## config.mk

```make
export PLATFORM = sky130hd
export DESIGN_NAME = gb_apu_wave_ram
export DESIGN_NICKNAME = d
export VERILOG_FILES = /design/src/rtl/gb_apu_pkg.sv /design/src/rtl/gb_apu_wave_ram.sv
export SDC_FILE = /design/constraint.sdc
export NUM_CORES = 1
export LEC_CHECK = 0
export CAP_MARGIN = 20
export CORE_MARGIN = 5
export CORE_UTILIZATION = 55
export CTS_CLUSTER_SIZE = 28
export DETAILED_ROUTE_END_ITERATION = 6
export PLACE_DENSITY = 0.71
export RECOVER_POWER = 100
export SLEW_MARGIN = 20
export SYNTH_ARGS = -nofsm -noshare
export SYNTH_HDL_FRONTEND = slang
export SYNTH_SLANG_ARGS = --single-unit
```

## constraint.sdc

```tcl
create_clock -name clk -period 4.8 [get_ports clk]
set_input_delay 0.48 -clock clk [delete_from_list [all_inputs] [get_ports clk]]
set_output_delay 0.48 -clock clk [all_outputs]
set_load 0.02 [all_outputs]
```

## src/rtl/gb_apu_pkg.sv

```systemverilog
// Shared types for the APU wave RAM block: address/byte types, arbiter states
// and the address-redirection helper used by the wave RAM controller.
package gb_apu_pkg;

  localparam int unsigned WAVE_RAM_DEPTH = 16;

  typedef logic [3:0] wave_addr_t;
  typedef logic [7:0] wave_byte_t;

  typedef enum logic {
    WAVE_IDLE = 1'b0,
    WAVE_PEND = 1'b1
  } wave_arb_state_t;

  // While the channel plays, the CPU can only reach the byte being played.
  function automatic wave_addr_t wave_eff_addr(input logic       ch_on,
                                               input wave_addr_t ch_addr,
                                               input wave_addr_t cpu_addr);
    return ch_on ? ch_addr : cpu_addr;
  endfunction

endpackage

```

## src/rtl/gb_apu_wave_ram.sv

```systemverilog
// 16x8 single-port wave RAM: synchronous write, registered synchronous read.
// Contents are deliberately not reset.
module gb_apu_wave_ram (
  input  logic       clk,
  input  logic       we,
  input  logic       re,
  input  logic [3:0] addr,
  input  logic [7:0] wdata,
  output logic [7:0] rdata
);
  import gb_apu_pkg::*;

  wave_byte_t mem_r [WAVE_RAM_DEPTH];
  wave_byte_t rdata_r;

  // Single shared port: write and read use the same address.
  always_ff @(posedge clk) begin
    if (we) begin
      mem_r[addr] <= wdata;
    end
    if (re) begin
      rdata_r <= mem_r[addr];
    end
  end

  assign rdata = rdata_r;

endmodule

```

# After elaboration in Yosys (flattened, before gate mapping)
# Memory sizes are Yosys's and may differ from the RTL's. A register that Yosys moved wholly into a read port is not among the register bits.
# Cells that the tools add are included.
# Widths: inputs -> output; s select.
# word_totals
reg_bits,0
latchBits,0
mem_bits_rw,128
rom_bits,0
input_bits,15
wordCells,3
memories,1
# classes
addsub,0
multipliers,0
n_div,0
magnitude_cmp,0
eq_ne,0
shifts,0
mux,2
n_bitwise,0
n_reduce_logical,0
# mem_list
memory,depth,word_bits,rd,rd_ports_with_merged_regs,wr,line_no,source
mem_r,16,8,1,1,1,gb_apu_wave_ram.sv:13,wave_byte_t mem_r [WAVE_RAM_DEPTH];
# op_table
operator,n
$mux 1,2

# Logic depth before layout (Yosys ltp)
# depth
depth_word,2
ltp_mapped,5

# Least setup slack after synthesis
# Ideal clock, no wire load.
# synth_path
kind,in2reg
from,input addr[2]
to,"memory mem_r[0][0] (netlist name), enable pin"
setup_time_ns,0.383
arrival_ns,1.590
required_time_ns,4.417
slack_ns,2.827
cell_stages,2
n_path_buf,0
path_cell_list,or3b_2 > nor3_1
# synth_lines
item,line_no,source
from (decl),gb_apu_wave_ram.sv:7,"input logic [3:0] addr,"
to (decl),gb_apu_wave_ram.sv:13,
# No word-level cell before the write port.

# Worst setup path in the final report
# layout_path
from,input addr[1]
to,"memory mem_r[2][2] (netlist name), enable pin"
# No word-level cell before the write port.

==> out/metrics.csv <==
stage,metric,value,unit
sta,fin_tns_setup,0,ns
critical_path,crit_cells,3,
clocking,hold_buffers,0,
logic_synthesis,ys_seq_elements,136,
run_status,violations,"capacitance limit, slew limit",
critical_path,r2r_slack,3.28,ns
route,via_per_inst,6.178,
critical_path,max_stage_delay,1.58,ns
logic_synthesis,yosys_warnings,0,
final_layout,drive_gt1_share,23.55,%
sta,finalMaxSlewViolations,40,
place,place.gp.congestion,0.7329,
logic_synthesis,yosysTopAreaCell,edfxtp_1,
global_route,grt_pass1_wl,15440,um
min_path,hold_path.startpoint,addr[0],
min_path,min_to,mem_r[12][1],
global_route,grtUsageTotal,19.36,%
floorplan,die-width,106.7,um
sta,worst_slew_pin_slew,2.260,ns
logic_synthesis,yosysMostFrequentCell,edfxtp_1,
route,antenna_left,0,
route,initialDrtViolationCount,213,
floorplan,design.die.area,11390,sq um
floorplan,io_pins,23,
place,hpwl,5887,um
floorplan,num_rows,35,
clocking,htree_levels,4,
critical_path,worstPathMaxFanout,39,
global_route,grt_pass1_vias,2507,
route,first_pass_iters,4,
clocking,cts_buffers,17,
critical_path,cp.required,4.93,ns
clocking,clk_pin_slew,0.06,ns
logic_synthesis,synth_fp_nets,245,
logic_synthesis,ys_types,17,
logic_synthesis,seq_area_frac_synth,79.34,%
route,routed_wl,9720,um
power_and_ir_drop,power.density,480.2,nW/um^2
route,wl_per_cell,25.12,um
final_layout,n_antenna_cell,0,
sta,clock_skew,0.005259,ns
place,io_buffers,22,
final_layout,fin_nets,279,
logic_synthesis,async_reset_ff_share,0,%
logic_synthesis,synth-edff-count,136,
sta,hold_violations,0,
critical_path,critPathTopFamily,buffers and inverters,
logic_synthesis,syn_avg_cell_area,22.38,sq um
critical_path,r2r_start,mem_r[10][5],
floorplan,core-area,9196,sq um
min_path,hp-class,in2reg,
clocking,cts_setup_buffers,0,
final_layout,area_delta_synth_final,18.96,%
logic_synthesis,synth_top_area_share,79.34,%
sta,period_needed,3.123,ns
sta,finalCritPeriodShare,65.06,%
critical_path,worst-path-buf-inv,1,
min_path,worstHoldPathCells,2,
logic_synthesis,syn_area,5147,sq um
clocking,ctsResizeCount,0,
route,via_count,2391,
critical_path,worstPathArrival,3.26,ns
floorplan,initial_core_util,55.97,%
logic_synthesis,synth.area.top_cells,"edfxtp_1 79%, mux4_2 14%, a22oi_1 2.3%",
power_and_ir_drop,p_leak,0.001971,uW
power_and_ir_drop,vdd_drop_max,0.0002149,V
clocking,cts_tree,yes,
logic_synthesis,ys.flop_type,edfxtp_1,
floorplan,fp.dieH,106.7,um
sta,rsz0062_at_grt,false,
critical_path,end_kind,flip-flop,
critical_path,worstPathCellList,"clkbuf_1, nand2b_1, nor2_1",
critical_path,r2r_end,rdata[5],
critical_path,start_kind,input pin,
sta,holdWs,0.7410,ns
sta,setup_viol_count_final,0,
clocking,insertion_delay,0.51,ns
logic_synthesis,synth.top_cells.by_count,"136 x edfxtp_1, 32 x mux4_2, 16 x a22oi_1, 13 x nor2_1, 9 x nand2_1",
clocking,clock_sinks,136,
global_route,grt_max_degree,40,
route,drc,0,
global_route,antenna_found_initial,0,
critical_path,worstSetupPathType,in2reg,
power_and_ir_drop,power.total,2941,uW
critical_path,rr_worst_depth,3,
run_status,outcome,"finished, violations left",
sta,fmax,0.3202,GHz
sta,maxSlewHeadroom,-50.65,%
clocking,clockBufferDepth,2,
logic_synthesis,synth_cells,230,
global_route,grt.overflow.total,0,
flow_run,maxCapViolations,1,
clocking,cts_root_buf,clkbuf_8,
critical_path,crit_path_top_delay_cell,clkbuf_1,
==> per-stage QoR <==
step / setup slack [ns] / instance area (sq um) / std cells / util, %
2_1_floorplan: 2.827 / 5147 / 230 / -
3_3_place_gp: 2.022 / 5466 / 356 / 59.44
3_5_place_dp: 2.004 / 5466 / 356 / 59.44
4_1_cts: 2.547 / 6136 / 387 / 66.72
5_1_grt: 1.339 / 6123 / 387 / 66.59
6_report: 1.677 / 6123 / 387 / 66.59
==> final cells by class <==
cell class / instances / area (sq um)
Sequential cell: 136 / 4084
Fill cell: 574 / 3073
Multi-Input combinational cell: 83 / 1003
Clock buffer: 18 / 417.9
Clock inverter: 13 / 251.5
Timing Repair Buffer: 26 / 227.7
Tap cell: 111 / 138.9
==> cell families after synthesis <==
kind of cell / Yosys count / synth area share [%]
buffers and inverters: 11 / 1.167
flip-flops: 136 / 79.34
AND/OR/NAND/NOR: 35 / 3.160
multiplexers: 32 / 14.00
AO/OA/AOI/OAI: 16 / 2.334
==> metal layers <==
metal  GRT usage [%]  up-vias  part of all wire, %  wire, um
met5               0        -                    0         0
met4           7.032        0                  1.0       100
met3           5.659        9                  5.5       532
met2           28.91       88                   51      4912
met1           27.53     1258                   43      4175
li1                -     1036                    -         -
==> worst max path at each step <==
| stage | start | end | slack [ns] |
|---|---|---|---|
| final | addr[1] | mem_r[2][2] | 1.68 |
| after floorplan | addr[2] | mem_r[0][0] | 2.83 |
| after detailed placement | addr[2] | mem_r[0][1] | 2.00 |
| after CTS | addr[2] | mem_r[0][7] | 2.55 |
| after global routing | addr[1] | mem_r[3][4] | 1.34 |
| after global placement | addr[2] | mem_r[0][2] | 2.02 |
==> state kept, by name (all words and copies together) (netlist names) <==
name	count
mem_r	128
rdata	8
==> power breakdown <==
| part | internal [uW] | switching, uW | leakage (uW) |
|---|---|---|---|
| registers | 1340 | 6.25 | 0.00124 |
| logic | 55.3 | 78.6 | 0.000407 |
| clock network | 997 | 465 | 0.000329 |
| total | 2390 | 549 | 0.00197 |
==> cell usage in the layout, fill, tap and decap left out <==
master | netlist | layout
mux4_2 | 32 | 32
clkbuf_1 | 2 | 5
edfxtp_1 | 136 | 136
nand3b_1 | 2 | 2
buf_2 | 2 | 1
nand2b_1 | 2 | 2
nor2b_1 | 2 | 2
clkinv_4 | 0 | 3
clkdlybuf4s50_1 | 0 | 2
buf_4 | 0 | 1
dlygate4sd3_1 | 0 | 18
bufinv_16 | 0 | 7
nor3_1 | 4 | 4
clkbuf_16 | 0 | 16
nand3_1 | 1 | 1
a22oi_1 | 16 | 16
nand2_1 | 9 | 9
clkinv_2 | 0 | 3
nor2_1 | 13 | 13
or3b_2 | 1 | 1
clkbuf_8 | 0 | 1
and2_1 | 1 | 1
(Power assumes the default switching activity.)
